File: src/rtl/bfloat16_div.sv
// ---------------------------------------------------------------------------
// bfloat16_div
//   Sequential bfloat16 divider, quotient = a / b. The mantissa quotient is
//   built by restoring division, one bit per clock. Number conventions match
//   the companion multiplier:
//     - the hidden bit is always 1 for nonzero operands;
//     - there are no subnormals;
//     - rounding is round-half-up.
//
// Ports
//   clk        rising-edge clock
//   rst        synchronous, active-high reset
//   in_valid   operands a, b presented
//   in_ready   divider can accept (high only while idle)
//   a, b       dividend / divisor, bfloat16
//   out_valid  quotient valid, held until out_ready
//   out_ready  downstream accepts quotient
//   quotient   registered bfloat16 result, stable while out_valid
// ---------------------------------------------------------------------------
module bfloat16_div (
  input  logic        clk,
  input  logic        rst,
  input  logic        in_valid,
  output logic        in_ready,
  input  logic [15:0] a,
  input  logic [15:0] b,
  output logic        out_valid,
  input  logic        out_ready,
  output logic [15:0] quotient
);

  typedef enum logic [1:0] {S_IDLE, S_DIV, S_NORM, S_DONE} state_t;

  state_t      state_q;
  logic [3:0]  cnt_q;
  logic [9:0]  q_q;
  logic [8:0]  r_q;
  logic [7:0]  mb_q;
  logic [7:0]  ea_q;
  logic [7:0]  eb_q;
  logic        sign_q;
  logic        out_valid_q;
  logic [15:0] quotient_q;

  logic [16:0] spec_d;
  logic [15:0] norm_d;
  logic        r_ge;
  logic [8:0]  r_sub;
  logic [8:0]  r_d;
  logic [9:0]  q_d;

  // Special-case decode.
  //   Bit 16 flags a special result; bits 15:0 carry that result.
  //   The priority order matters:
  //     - 0/0 gives zero;
  //     - inf/0 gives inf.
  function automatic logic [16:0] classify_special(input logic [15:0] op_a,
                                                   input logic [15:0] op_b);
    logic        s;
    logic        a_zero;
    logic        b_zero;
    logic        a_inf;
    logic        b_inf;
    logic [16:0] res;
    s      = op_a[15] ^ op_b[15];
    a_zero = (op_a[14:0] == 15'd0);
    b_zero = (op_b[14:0] == 15'd0);
    a_inf  = (op_a[14:7] == 8'hFF);
    b_inf  = (op_b[14:7] == 8'hFF);
    if (a_zero)      res = {1'b1, 16'h0000};
    else if (b_zero) res = {1'b1, s, 8'hFF, 7'h00};
    else if (a_inf)  res = {1'b1, s, 8'hFF, 7'h00};
    else if (b_inf)  res = {1'b1, 16'h0000};
    else             res = {1'b0, 16'h0000};
    return res;
  endfunction

  // Normalise the 10-bit quotient, then round half-up and saturate.
  //   The quotient lies in (0.5, 2).
  //     - q[9] == 1: q[9] is the leading one.
  //     - q[9] == 0: q[8] is the leading one, so the exponent drops by one.
  //   The biased exponent is evaluated as a 10-bit signed value, so that
  //   both overflow and underflow are visible.
  function automatic logic [15:0] normalize_round(input logic       s,
                                                  input logic [7:0] ea,
                                                  input logic [7:0] eb,
                                                  input logic [9:0] q);
    logic [6:0]        mant;
    logic              rnd;
    logic              adj;
    logic [7:0]        mant_sum;
    logic signed [9:0] e;
    logic [15:0]       res;
    if (q[9]) begin
      mant = q[8:2];
      rnd  = q[1];
      adj  = 1'b0;
    end else begin
      mant = q[7:1];
      rnd  = q[0];
      adj  = 1'b1;
    end
    // A carry out of the mantissa leaves mant_sum[6:0] == 0 and bumps the exponent.
    mant_sum = {1'b0, mant} + {7'd0, rnd};
    e = $signed({2'b00, ea}) - $signed({2'b00, eb}) + 10'sd127
        - $signed({9'd0, adj}) + $signed({9'd0, mant_sum[7]});
    if (e >= 10'sd255)    res = {s, 8'hFF, 7'h00};
    else if (e <= 10'sd0) res = 16'h0000;
    else                  res = {s, e[7:0], mant_sum[6:0]};
    return res;
  endfunction

  // One restoring step. r < mb after a subtraction, so the shift cannot overflow.
  always_comb begin
    r_ge        = (r_q >= {1'b0, mb_q});
    r_sub       = r_ge ? (r_q - {1'b0, mb_q}) : r_q;
    r_d         = r_sub << 1;
    q_d         = q_q;
    q_d[cnt_q]  = r_ge;
    spec_d      = classify_special(a, b);
    norm_d      = normalize_round(sign_q, ea_q, eb_q, q_q);
  end

  always_ff @(posedge clk) begin
    if (rst) begin
      state_q     <= S_IDLE;
      cnt_q       <= 4'd0;
      q_q         <= 10'd0;
      r_q         <= 9'd0;
      mb_q        <= 8'd0;
      ea_q        <= 8'd0;
      eb_q        <= 8'd0;
      sign_q      <= 1'b0;
      out_valid_q <= 1'b0;
      quotient_q  <= 16'h0000;
    end else begin
      case (state_q)
        // Accept: specials finish immediately; everything else starts dividing.
        S_IDLE: begin
          if (in_valid) begin
            if (spec_d[16]) begin
              quotient_q  <= spec_d[15:0];
              out_valid_q <= 1'b1;
              state_q     <= S_DONE;
            end else begin
              sign_q  <= a[15] ^ b[15];
              ea_q    <= a[14:7];
              eb_q    <= b[14:7];
              mb_q    <= {1'b1, b[6:0]};
              r_q     <= {2'b01, a[6:0]};
              q_q     <= 10'd0;
              cnt_q   <= 4'd9;
              state_q <= S_DIV;
            end
          end
        end
        // Mantissa division: quotient bits 9 down to 0.
        S_DIV: begin
          q_q <= q_d;
          r_q <= r_d;
          if (cnt_q == 4'd0) state_q <= S_NORM;
          else               cnt_q   <= cnt_q - 4'd1;
        end
        // Normalise, round and pack into the output register.
        S_NORM: begin
          quotient_q  <= norm_d;
          out_valid_q <= 1'b1;
          state_q     <= S_DONE;
        end
        // Hold the result until the downstream stage takes it.
        S_DONE: begin
          if (out_ready) begin
            out_valid_q <= 1'b0;
            state_q     <= S_IDLE;
          end
        end
        default: state_q <= S_IDLE;
      endcase
    end
  end

  assign in_ready  = (state_q == S_IDLE);
  assign out_valid = out_valid_q;
  assign quotient  = quotient_q;

endmodule
File: config.mk
export PLATFORM = sky130hd
export DESIGN_NAME = bfloat16_div
export DESIGN_NICKNAME = d
export VERILOG_FILES = /design/src/rtl/bfloat16_div.sv
export SDC_FILE = /design/constraint.sdc
export NUM_CORES = 1
export LEC_CHECK = 0
export ABC_AREA = 1
export CAP_MARGIN = 25
export CORE_AREA = 2 2 126 128
export DETAILED_ROUTE_END_ITERATION = 12
export DIE_AREA = 0 0 128 130
export PLACE_DENSITY_LB_ADDON = 0.1
export REMOVE_ABC_BUFFERS = 1
export SYNTH_ARGS = -nofsm -noshare
export SYNTH_HDL_FRONTEND = slang
export SYNTH_SLANG_ARGS = --single-unit
File: constraint.sdc
create_clock -name clk -period 10.1 [get_ports clk]
set_input_delay 2.02 -clock clk [delete_from_list [all_inputs] [get_ports clk]]
set_output_delay 2.02 -clock clk [all_outputs]
set_load 0.01 [all_outputs]
==> results.py <==
metrics = {
    "clock_tree": {
        "cts_inserted_buffers": 9,
        "clock-sinks": 67,
        "cts_root_buf": "clkbuf_16",
        "postCtsSetupBuffers": 0,
        "clock_path_buffers": 2,
        "cts_hold_buf": 0,
        "cts_resized": 0,
        "clk_pin_slew_ns": 0.05,
        "h-tree-depth": 3,
        "insertion_delay_ns": 0.34,
        "cts_tree": "yes",
    },
    "place": {
        "gp_congestion": 0.855,
        "hpwlAfterDp_mm": 9.10,
        "numPortBuffers": 53,
    },
    "sta": {
        "fmax_mhz": 206,
        "tightest_slew_ns": 0.984,
        "period_needed_ns": 4.84,
        "fin_crit_sh_pct": 48.0,
        "final.setup.tns_ns": 0,
        "clock_skew_ns": 0.00932,
        "rsz0062_at_grt": "no",
        "slew_violations": 0,
        "relSlewSlack_pct": 34.0,
        "finalHoldViolCount": 0,
        "setup_violations": 0,
    },
    "synthesis": {
        "synthMuxAreaShare_pct": 0,
        "syn_avg_cell_area_um2": 6.75,
        "yosysWarnings": 0,
        "yosys_register_bits": 67,
        "synth_compound_area_share_pct": 17.4,
        "synthAdderAreaFrac_pct": 10.5,
        "synth_top_family_by_area": "simple AND/OR/NAND/NOR gates",
        "synth-edff-count": 0,
        "synthFlopType": "dfxtp_1",
        "synthSimpleGateAreaFrac_pct": 28.8,
        "synth_seq_area_share_pct": 30.0,
        "synthCells": 663,
        "syn_area_um2": 4470,
        "synth.distinct_cells": 40,
        "synth-xor-area-share_pct": 3.13,
        "synthArstFlopShare_pct": 0,
    },
    "cells_and_area": {
        "drive_gt1_share_pct": 7.82,
        "layout_common_cells": "nand2_1 (104), inv_1 (95), nor2_1 (84)",
        "nets": 782,
        "diodes": 0,
        "area_growth_pct": 23.1,
        "layout_commonest_cell": "nand2_1",
    },
    "floorplanning": {
        "start_util_pct": 29.0,
        "io_pins": 54,
        "row_count": 46,
        "fp.dieH_um": 130,
        "design.core.area_um2": 15400,
        "dieArea_um2": 16600,
        "die_w_um": 128,
    },
    "worst_setup_path": {
        "r2r_end": "quotient[0]",
        "worstPathMaxFanout": 28,
        "cp-start-kind": "primary input",
        "critPathCaptureType": "register",
        "path_buf_inv": 4,
        "rr_startpoint": "q_q[9]",
        "crit_family": "simple AND/OR/NAND/NOR gates",
        "slowest_delay_ns": 0.49,
        "crit_type": "primary input to register",
        "crit_path_cell_trace": "clkdlybuf4s50_1 -> nor2_1 -> nand3_1 -> nor2_1 -> a21oi_1 -> inv_1 -> a21oi_1 -> nand3_1 -> nor2_2 -> buf_8 -> inv_2 -> o21ai_2 -> nand2_4 -> nor2_4 -> nand2_1 -> a21oi_1",
        "r2r_slack_ns": 6.23,
        "arrival_ns": 5.11,
        "crit_top_cell": "a21oi_1",
        "slowest_stage": "clkdlybuf4s50_1",
        "ff2ff_path_depth": 27,
        "worstPathRequired_ns": 10.36,
    },
    "drt": {
        "ant_nets": 0,
        "wl_per_cell_um": 12.9,
        "dr.pass1.iters": 4,
        "routed_wl_mm": 11.7,
        "top_layer_used": "met4",
        "dr_wl_met2_mm": 5.59,
        "wl_met3_um": 408,
        "dr_total_vias": 4261,
        "drc": 0,
        "vias_per_cell": 4.69,
        "drt_iter0_markers": 264,
        "wl_met1_mm": 5.52,
    },
    "pwr": {
        "vdd_ir_drop_max_mv": 0.145,
        "finalPower_mw": 2.09,
        "p_per_area_nw_per_um2": 380,
        "p_leak_nw": 2.37,
    },
    "hold_path": {
        "hold_end": "mb_q[5]",
        "hold_start": "mb_q[5]",
        "holdCritPathClass": "register to register",
        "whs_path_depth": 2,
    },
    "global_routing": {
        "first_global_vias": 4313,
        "grt_use_total_pct": 15.3,
        "grt_pass1_wl_mm": 20.2,
        "grt_overflow": 0,
        "grt_start_max_net_pins": 31,
        "antenna_found_initial": 0,
    },
    "run": {
        "cap_violations": 0,
    },
    "status": {
        "outcome": "finished, final reports clean",
    },
}
## state kept, by name, summed over array words and instances (netlist names), 2 cells and up
signal,flops
q_q,10
r_q,9
ea_q,8
mb_q,8
quotient,16
cnt_q,4
state_q,2
eb_q,8
## cells by family after synthesis
kind of cell / Yosys count
compound gates: 151
fa+ha+maj: 35
simple gates: 274
xor+xnor: 16
buf+inv: 120
flops: 67
## per-stage QoR
stage          area, µm²  utilization [%]  cells  hold slack [ns]  setup WS [ns]
2_1_floorplan       4400                -    644            0.433           5.73
3_3_place_gp        5170             33.5    890            0.455           4.41
3_5_place_dp        5220             33.8    892            0.459           4.91
4_1_cts             5510             35.7    908            0.467           5.27
5_1_grt             5510             35.7    908            0.490           4.86
6_report            5510             35.7    908            0.464           5.26
## routing by layer
| metal | vias up | track usage [%] |
|---|---|---|
| li1 | 2253 | - |
| met1 | 1931 | 18.7 |
| met2 | 63 | 26.8 |
| met3 | 14 | 2.46 |
| met4 | 0 | 6.59 |
| met5 | - | 0 |
## worst max-delay path by stage
stage / startpoint / endpoint / slack (ns) / cells after the start
5_1_grt: b[13] / q_q[6] / 4.86 / 16
3_3_place_gp: b[13] / q_q[3] / 4.41 / 15
2_1_floorplan: b[12] / cnt_q[3] / 5.73 / 14
6_report: b[8] / q_q[1] / 5.26 / 16
3_5_place_dp: b[13] / q_q[3] / 4.91 / 16
4_1_cts: b[8] / q_q[1] / 5.27 / 16
## power by group
group / total [mW] / internal (mW) / switching (mW)
clock network: 0.313 / 0.198 / 0.115
logic: 1.40 / 0.485 / 0.918
registers: 0.376 / 0.334 / 0.0425
## cells in the mapped netlist (9+ instances only)
cell type  instances  share of area [%]
inv_1             95                8.0
o21ai_0           63                7.0
nand2_1          104                8.7
clkbuf_1          16                1.3
xor2_1            11                2.2
a21oi_1           75                8.4
nor2_1            84                7.0
ha_1              31                8.7
dfxtp_1           67                 30
nand4_1            9                1.3
nand3_1           26                2.9
nand2_2           12                1.7
nor3_1            12                1.3
## worst register-to-register path, stage by stage (launching register included)
cell and delay [ns]:
dfxtp_1 0.68, nor2_1 0.08, a21oi_1 0.16, ha_1 0.19, nand3_1 0.12, nor2_1 0.11
nand2_1 0.08, nor3_1 0.22, fa_1 0.23, ha_1 0.16, inv_1 0.05, fa_1 0.39
o21ai_0 0.20, nand2_1 0.09, nand2_2 0.07, nand3_2 0.09, nand2_2 0.08, nand2_1 0.06
nand2_2 0.07, nand2_4 0.06, inv_2 0.06, nand2_2 0.05, nand2_4 0.08, nand2_4 0.08
nand2_4 0.09, nor2_1 0.05, nor2_1 0.08, nor2_1 0.05
## cell type report
| class | count | area, µm² |
|---|---|---|
| clock buffer | 14 | 254 |
| multi-input combinational | 476 | 2680 |
| inverter | 101 | 380 |
| sequential | 67 | 1340 |
| fill | 1677 | 9920 |
| timing repair buffer | 56 | 581 |
| clock inverter | 2 | 35.0 |
| tap | 192 | 240 |
Note: power is estimated with default switching activity, not from simulation.
